**config.mk**
```make
export PLATFORM = sky130hd
export DESIGN_NAME = encoded_byte_packer
export DESIGN_NICKNAME = d
export VERILOG_FILES = /design/src/rtl/encoded_byte_packer.sv
export SDC_FILE = /design/constraint.sdc
export NUM_CORES = 1
export LEC_CHECK = 0
export BUFFER_PORTS_ARGS = -buffer_cell sky130_fd_sc_hd__buf_2
export CORE_ASPECT_RATIO = 2
export CORE_MARGIN = 2
export CORE_UTILIZATION = 35
export DETAILED_ROUTE_END_ITERATION = 10
export PLACE_DENSITY = 0.51
export SYNTH_ARGS = -nofsm -noshare
export SYNTH_HDL_FRONTEND = slang
export SYNTH_SLANG_ARGS = --single-unit
```
**constraint.sdc**
```tcl
create_clock -name clk -period 4.89 [get_ports clk]
set_clock_uncertainty 0.05 [all_clocks]
set_input_delay 0.7335 -clock clk [delete_from_list [all_inputs] [get_ports clk]]
set_output_delay 0.7335 -clock clk [all_outputs]
set_load 0.01 [all_outputs]
```
**src/rtl/encoded_byte_packer.sv**
```systemverilog
// Packs the encoder's byte stream into 64-bit words (first byte in [63:56]) and
// buffers them in a small FIFO behind a valid/ready port, with flush-and-drain on finallydone.
module encoded_byte_packer #(
    parameter int DEPTH = 4,
    parameter int CW    = 16
) (
    input  logic          clk,
    input  logic          clear,
    input  logic          we,
    input  logic [7:0]    dataEncoded,
    input  logic          finallydone,
    output logic [63:0]   word_out,
    output logic          word_valid,
    input  logic          word_ready,
    output logic [CW-1:0] byte_count,
    output logic [CW-1:0] sat_count,
    output logic          overflow,
    output logic          done,
    output logic [1:0]    fsm_state
);

    localparam int AW = $clog2(DEPTH);
    localparam logic [AW:0] FULL_COUNT = DEPTH[AW:0];

    typedef enum logic [1:0] {
        RUN   = 2'd0,
        FLUSH = 2'd1,
        DRAIN = 2'd2,
        DONE  = 2'd3
    } state_t;

    state_t        state;
    logic [2:0]    idx;
    logic [63:0]   pack;
    logic [63:0]   packed_word;
    logic [5:0]    slot_lsb;
    logic [63:0]   mem [DEPTH];
    logic [AW-1:0] wr_ptr;
    logic [AW-1:0] rd_ptr;
    logic [AW:0]   count;

    logic          accept;
    logic          push;
    logic          pop;
    logic          full;
    logic          do_write;
    logic [63:0]   push_word;

    // Handshake: a word transfers on every rising edge where word_valid and
    // word_ready are both high; word_valid never depends on word_ready.
    assign word_valid = (count != '0);
    assign word_out   = word_valid ? mem[rd_ptr] : '0;
    assign fsm_state  = state;

    assign accept   = (state == RUN) && we;
    assign slot_lsb = {~idx, 3'b000};
    assign pop      = word_valid && word_ready;
    assign full     = (count == FULL_COUNT);
    assign push     = (accept && (idx == 3'd7)) || ((state == FLUSH) && (idx != 3'd0));
    // A push into a full FIFO still lands when the head leaves on the same edge.
    assign do_write = push && (!full || pop);

    always_comb begin
        packed_word = pack;
        packed_word[slot_lsb +: 8] = dataEncoded;
    end

    // The pack register is cleared after every push, so unfilled slots are already zero.
    assign push_word = (state == FLUSH) ? pack : packed_word;

    always_ff @(posedge clk) begin
        if (do_write) begin
            mem[wr_ptr] <= push_word;
        end
    end

    always_ff @(posedge clk) begin
        if (!clear) begin
            state      <= RUN;
            idx        <= '0;
            pack       <= '0;
            wr_ptr     <= '0;
            rd_ptr     <= '0;
            count      <= '0;
            byte_count <= '0;
            sat_count  <= '0;
            overflow   <= 1'b0;
            done       <= 1'b0;
        end else begin
            if (accept) begin
                idx  <= idx + 3'd1;
                pack <= (idx == 3'd7) ? '0 : packed_word;
                if (byte_count != '1) begin
                    byte_count <= byte_count + 1'b1;
                end
                if ((dataEncoded == 8'hFF) && (sat_count != '1)) begin
                    sat_count <= sat_count + 1'b1;
                end
            end

            case (state)
                RUN: begin
                    if (finallydone) begin
                        state <= FLUSH;
                    end
                end
                FLUSH: begin
                    idx   <= '0;
                    pack  <= '0;
                    state <= DRAIN;
                end
                DRAIN: begin
                    if (count == '0) begin
                        state <= DONE;
                        done  <= 1'b1;
                    end
                end
                default: begin
                    state <= DONE;
                end
            endcase

            if (do_write) begin
                wr_ptr <= wr_ptr + 1'b1;
            end
            if (pop) begin
                rd_ptr <= rd_ptr + 1'b1;
            end
            case ({do_write, pop})
                2'b10:   count <= count + 1'b1;
                2'b01:   count <= count - 1'b1;
                default: count <= count;
            endcase

            if (push && full && !pop) begin
                overflow <= 1'b1;
            end
        end
    end

endmodule
```
# Yosys cells after proc, flatten, opt, wreduce, memory -nomap -nowiden
# Memories as Yosys holds them, arrays and structs flattened. A register that Yosys moved wholly into a read port is not among the register bits.
# Index checks and enable logic that the tools add are counted.
[totals] ramBits=256 word_cells=68 mem_count=1 register_bits=110 input_bits=13
[op_classes] eq_ne=11 add_sub_neg=8 n_shift=2 mux=12 bitwise=2 reduce_logical=22
[memory_table] name="mem" depth=4 width=64 rd=1 rd_clocked_by_memory_dff=1 write_ports=1 line_no="37" source="logic [63:0] mem [DEPTH];"
[ops] operator="64-bit 2-to-1 mux" n=3
[ops] operator="64-bit bitwise mux" n=1
[ops] operator="8-bit by 8-bit variable shift with 64-bit output (first input constant)" n=1
[ops] operator="8-bit by 8-bit variable part select with 64-bit output" n=1
[ops] operator="16-bit by 1-bit adder with 16-bit output (second input constant)" n=2
[ops] operator="16-bit != test (second input constant)" n=2
[ops] operator="8-bit equality test (second input constant)" n=1
[ops] operator="1-bit logical AND" n=8
[ops] operator="2-bit 2-to-1 mux" n=4
[ops] operator="6-bit negation with 8-bit output" n=1
[ops] operator="2-bit AND reduction" n=4
[ops] operator="3-bit by 1-bit adder with 3-bit output (second input constant)" n=2
[ops] operator="3-bit equality test (second input constant)" n=2
[ops] operator="2-bit one-hot mux with 3 select lines" n=1
[ops] operator="3-bit one-hot mux with 2 select lines" n=1
[ops] operator="3-bit nonzero test" n=2
[ops] operator="2-bit by 1-bit adder with 2-bit output (second input constant)" n=2
[ops] operator="2-bit by 1-bit equality test with 1-bit output (second input constant)" n=2
[ops] operator="2-bit equality test (second input constant)" n=2
[ops] operator="2-bit != test (second input constant)" n=2
[ops] operator="3-bit logical NOT" n=1
[ops] operator="3-bit NOT" n=1
[ops] operator="3-bit by 1-bit subtractor with 3-bit output (second input constant)" n=1
[ops] operator="1-bit logical NOT" n=2
[ops] operator="6 further kinds" n=8

# Logic depth before layout (Yosys ltp)
# Gate-level depths: netlist of the first run.
[depth] depth_word=7 mapped_depth=12 ltp_nobuf=10

# Least setup slack after synthesis of the first run
# Ideal clock, no wire load.
[synth_path] kind="register to register" startpoint="reg idx[0]" endpoint="mem mem[0][0], enable pin" synth_period_minus_slack_ns=3.467 stages_incl_launch_ff=8 setup_time_ns=0.429 t_arrival_ns=2.989 slack_ns=1.423 path_buffers=1 cell_sequence="dfxtp_1 clkbuf_1 inv_1 ha_1 nand2b_1 a32oi_1 nor2b_1 and2_1"
[synth_via] elab_chain_len=6 elab_cells_between_ends=8 cone_classes="eq/ne: 1; mux: 2; reduce/logical: 5"
[synth_lines] element="start, declared" line_no="33" source="logic [2:0] idx;"
[synth_lines] element="start signal, assigned" line_no="91" source="idx <= idx + 3'd1;"
[synth_lines] element="3-bit equality test or 3-bit nonzero test (tied branches)" line_no="59" source="assign push = (accept && (idx == 3'd7)) || ((state == FLUSH) && (idx != 3'd0));"
[synth_lines] element="1-bit logical AND" line_no="59"
[synth_lines] element="1-bit logical OR (*)" line_no="59"
[synth_lines] element="1-bit logical AND (*)" line_no="61" source="assign do_write = push && (!full || pop);"
[synth_lines] element="1-bit 2-to-1 mux (*)" line_no="72" source="if (do_write) begin"
[synth_lines] element="1-bit 2-to-1 mux (implied by the code) (*)" line_no="73" source="mem[wr_ptr] <= push_word;"
[synth_lines] element="end, declared" line_no="37"
# Mark *: on every way between the ends. The rest lies on a longest branch, timed or not.

==> out/results.ini, run 1 <==
[die]
die_h_um = 297.1
ioPinCount = 114
die_area_mm2 = 0.04473
die_w_um = 150.6
core.rowCount = 107
core_mm2 = 0.04244
initial_utilization = 0.3543

[worst_setup_path]
end_kind = output pin
crit_path_max_incr_delay_ns = 0.78
cp_slowest_cell = dfxtp_4
start_kind = flop
critPathKind = reg -> out
cp_cell_sequence = buf_4 -> mux4_2 -> and2_1 -> buf_2
worst_ep_arrival_time_ns = 2.74
critPathMaxFanout = 30
r2r_cells = 5
cp.required_ns = 4.11

[global_routing]
globalRoute.totalOverflow = 0
antenna_found_initial = 1
grt_max_degree = 69
grt_pass1_vias = 9260
grt_usage = 0.1575
grt_pass1_wl_mm = 53.88

[synthesis]
async_reset_ff_frac = 0
synthFlopType = edfxtp_1
yosys.area.top_type = edfxtp_1
yosysUniqueCellTypes = 56
syn-instance-count = 1088
yosysTopAreaCellShare = 0.5113
synth_seq_cells = 368
synth_edf_count = 256
synth_fp_nets = 1114
synth_area_leaders = edfxtp_1 (51%), dfxtp_1 (15%), mux4_2 (9.6%)
netlist_area_mm2 = 0.01504
ys_warn_count = 0
seq_area_frac_synth = 0.6604
syn_area_per_cell_um2 = 13.82

[drt]
vias_per_cell = 5.101
drt_iter0_drc = 420
routedWlPerCell_um = 19.64
postRouteAntennaNets = 0
drtPass1Iterations = 5
route.vias.total = 9003
drc_errors = 0
finalWirelength_mm = 34.67

[pwr]
peakVddDrop_uv = 219.2
p_per_area_mw_per_mm2 = 365.1
power_leakage_uw = 0.005807

[clocking]
cts_tree = done
post_cts_buffers = 0
clk_pin_slew_worst_paths_ns = 0.06
cts_sinks = 368
clock_latency_ns = 0.52
cts_buffer_depth = 3
cts_resized = 0
cts_hold_buf = 0
htreeDepth = 2
cts_buffers = 35
cts-root-buf = clkbuf_16

[timing]
min_period_over_period = 0.7196
setup_viol = 0
tns_ns = 0
layout_setup_ws_ns = 1.371
rsz0062_at_grt = false
fmax_mhz = 284.2
maxSlewViolCount = 0
max_slew_margin = 0.2639
worst_pin_slew_ns = 1.104
hold_viol = 0
fin_hold_ws_ns = 0.4002
period_needed_ns = 3.519

[final_layout]
final_nets = 1220
layout.cells.most_common_list = edfxtp_1 (256), buf_2 (113), dfxtp_1 (110)
antenna_cells = 0
drive_gt1_frac = 0.2213
utilization = 0.4096
final_cell_count_no_fill = 1765
area_growth_pct = 15.61
layout.cells.most_common = edfxtp_1

[hold_path]
min_path_cells = 2
min_path_type = reg -> reg

[placement]
hpwl_mm = 22.24
dp_slack_ns = 1.602
portBuffers = 113
dp.cells = 1702
gp_congestion = 0.7523

[job]
max-cap-violations = 0

[outcome]
status = complete, no violations

worst paths after layout:
check	endpoint	slack (ns)	from
max	word_out[1]	1.37	flop
min reg2reg	pack[47]$_SDFFE_PP0P_	0.40	pack[47]$_SDFFE_PP0P_
min	pack[47]$_SDFFE_PP0P_	0.40	pack[47]$_SDFFE_PP0P_
max reg2reg	mem[1][49]$_DFFE_PP_	1.64	idx[0]$_SDFFE_PP0P_
worst max-delay path: cells and delay by family (launching register included):
family	cells	cell delay (ns)
mux	1	0.61
flops	1	0.78
buf+inv	2	0.62
simple gates	1	0.18
synthesized netlist by cell type (all sizes together) (5+ instances only):
master  instances
dfxtp         112
a31oi           5
nand3          23
xor2           13
a22o            8
inv            64
nor2           53
nor2b           8
o22ai          48
or3             5
mux4           64
o21ai          62
clkbuf         43
a21oi          19
nor4            5
edfxtp        256
and3            6
mux2           16
xnor2          11
ha             12
nor3           12
nand2         101
buf            13
and2           71
a22oi           8
nand4          11
layout make-up:
type / instances / area (µm²)
fill: 3966 / 25060
sequential: 368 / 9935
multi-input combinational: 600 / 4643
clock buffer: 51 / 1049
timing repair buffer: 125 / 705.7
tap: 545 / 681.9
inverter: 64 / 240.2
clock inverter: 12 / 128.9
registers in the layout, summed over array words and instances (netlist names), named ones only:
signal      flops
mem           256
pack           64
byte_count     16
sat_count      16
count           3
idx             3
fsm_state       2
rd_ptr          2
wr_ptr          2
done            1
overflow        1
logic make-up (layout without fill, tap and decap cells):
group / after synthesis / count (layout) / synth area share
muxes: 84 / 84 / 0.1105
and+or+nand+nor: 313 / 313 / 0.1059
AOI/OAI and AO/OA: 166 / 166 / 0.06674
buffers and inverters: 120 / 252 / 0.03112
xor gates and xnor gates: 24 / 24 / 0.01398
adders and majority gates: 13 / 13 / 0.01132
DFF: 368 / 368 / 0.6604
stage by stage:
| stage | total power (µW) | cell area, µm² |
|---|---|---|
| 2_1_floorplan | 3565 | 15040 |
| 3_3_place_gp | 3646 | 16210 |
| 3_5_place_dp | 3649 | 16210 |
| 4_1_cts | 6436 | 17380 |
| 5_1_grt | 6556 | 17380 |
| 6_report | 6346 | 17380 |
report_power, final:
| group | leakage, µW | switching (µW) | internal, µW | total, µW |
|---|---|---|---|---|
| clock | 0.000577 | 1160 | 1610 | 2770 |
| sequential | 0.00316 | 16.3 | 3330 | 3350 |
| combinational | 0.00207 | 162 | 67.2 | 229 |
| total | 0.00581 | 1340 | 5000 | 6350 |
layer usage:
layer / global-route usage / up-vias / wire length, µm
li1: - / 4255 / -
met1: 0.1740 / 4512 / 13000
met2: 0.2999 / 176 / 19350
met3: 0.02270 / 58 / 1245
met4: 0.05413 / 2 / 1064
met5: 0 / - / 13
(Power assumes the default switching activity.)
==> run 2: changes to the inputs <==
==> constraint.sdc (replaced) <==
create_clock -name clk -period 3.3 [get_ports clk]
set_clock_uncertainty 0.05 [all_clocks]
set_input_delay 0.495 -clock clk [delete_from_list [all_inputs] [get_ports clk]]
set_output_delay 0.495 -clock clk [all_outputs]
set_load 0.01 [all_outputs]
==> run 2 against run 1 <==
Clock power increased by 42%. Non-clock buffer count increased by 16. Critical path type unchanged. Count of clock-buffer cells in the layout decreased by 3. Combinational power increased by 60%. Die area unchanged. Worst hold slack got worse by 0.077 ns. Flip-flop and latch count unchanged. Routed wire length increased by 1.5%. First-iteration DRC count increased by 17%. Core utilization increased by 0.21 points.
==> out/results.ini, run 2 (synthesized netlist as in run 1, its figures left out) <==
[die]
die_w_um = 150.6
ioPinCount = 114
die_area_mm2 = 0.04473
core_mm2 = 0.04244
initial_utilization = 0.3543
core.rowCount = 107
die_h_um = 297.1

[final_layout]
layout.cells.most_common = edfxtp_1
drive_gt1_frac = 0.2293
final_nets = 1235
largest_reg_flops = 256
fillCellCount = 3945
layout.cells.most_common_list = edfxtp_1 (256), buf_2 (113), dfxtp_1 (110)
utilization = 0.4117
top_regs = mem x256, pack x64
area_growth_pct = 16.19
max_flop_register = mem
final_cell_count_no_fill = 1782

[placement]
dp_slack_ns = 0.6067
portBuffers = 113
gp_congestion = 0.7922
hpwl_mm = 22.47
dp.cells = 1718

[global_routing]
grt_pass1_wl_mm = 54.62
grt_usage = 0.1604
grt_pass1_vias = 9413
antenna_found_initial = 0
grt_max_degree = 65
globalRoute.totalOverflow = 0

[timing]
max_slew_margin = 0.5051
tns_ns = 0
fmax_mhz = 340.5
period_needed_ns = 2.936
hold_viol = 0
worst_pin_slew_ns = 0.7374
setup_viol = 0
rsz0062_at_grt = false
maxSlewViolCount = 0
layout_setup_ws_ns = 0.3635
min_period_over_period = 0.8898

[clocking]
htreeDepth = 2
cts_resized = 0
cts-root-buf = clkbuf_16
cts_sinks = 368
clk_pin_slew_worst_paths_ns = 0.06
cts_buffers = 34
cts_tree = done
cts_hold_buf = 0
cts_buffer_depth = 3
post_cts_buffers = 0
clock_latency_ns = 0.52

[drt]
vias_per_cell = 5.051
postRouteAntennaNets = 0
finalWirelength_mm = 35.17
drt_iter0_drc = 492
route.vias.total = 9000
routedWlPerCell_um = 19.74
drc_errors = 0
drtPass1Iterations = 4

[worst_setup_path]
rrSetupSlack_ns = 0.60
cp.required_ns = 2.75
critPathMaxFanout = 44
r2r_cells = 7
rr_startpoint = idx[0]$_SDFFE_PP0P_
start_kind = flop
r2r-end = mem[1][57]$_DFFE_PP_
end_kind = output pin
critPathKind = reg -> out
worst_ep_arrival_time_ns = 2.39

[pwr]
power_leakage_uw = 0.005856
totalPowerFinal_uw = 9258
peakVddDrop_uv = 329.6
p_per_area_mw_per_mm2 = 529.9

[hold_path]
min_path_cells = 4
min_path_type = in -> reg
hold_path_startpoint = finallydone
hold_path_end = fsm_state[0]$_SDFFE_PN0P_

[job]
max-cap-violations = 0

[outcome]
status = complete, no violations

[run 2: worst max-delay path, cell delays in order, from the launching register on]
cell,delay (ns)
dfxtp_1,0.37
nor3_1,0.44
inv_2,0.31
buf_4,0.34
and2_1,0.22
buf_2,0.15
[run 2: how the worst max path moves through the flow]
stage / startpoint / end / slack [ns]
floorplan: idx[0]$_SDFFE_PP0P_ / mem[0][0]$_DFFE_PP_ / 0.52
global placement: idx[0]$_SDFFE_PP0P_ / mem[0][53]$_DFFE_PP_ / 0.67
detailed placement: idx[0]$_SDFFE_PP0P_ / mem[0][62]$_DFFE_PP_ / 0.61
CTS: count[0]$_SDFFE_PN0P_ / word_out[39] / 0.27
global route: count[0]$_SDFFE_PN0P_ / word_out[0] / 0.17
finish: count[0]$_SDFFE_PN0P_ / word_out[0] / 0.36
[run 2: routing by layer]
layer | up-vias | GRT usage | wire (µm)
met5 | - | 0 | 0
met2 | 178 | 0.3079 | 19670
met1 | 4500 | 0.1809 | 13620
li1 | 4279 | - | -
met3 | 43 | 0.02040 | 1141
met4 | 0 | 0.04537 | 744
[run 2: cell type report]
class	instances	area, µm²	area share
multi-input combinational	600	4643	0.2658
sequential	368	9935	0.5686
timing repair buffer	141	863.3	0.04942
tap	545	681.9	0.03903
clock buffer	48	974.7	0.05579
clock inverter	13	125.1	0.007162
inverter	64	240.2	0.01375
antenna	3	7.507	0.0004297
[run 2: power breakdown]
| part | switching [µW] | total (µW) | internal, µW | leakage, µW |
|---|---|---|---|---|
| Combinational | 249 | 367 | 118 | 0.00215 |
| Clock | 1700 | 3930 | 2230 | 0.000545 |
| Sequential | 23.3 | 4960 | 4940 | 0.00316 |
[run 2: per-stage QoR]
stage	hold slack [ns]	cell area, µm²
floorplan	0.3791	15040
global placement	0.3861	16360
detailed placement	0.3913	16360
CTS	0.3081	17460
global route	0.3447	17460
finish	0.3233	17470
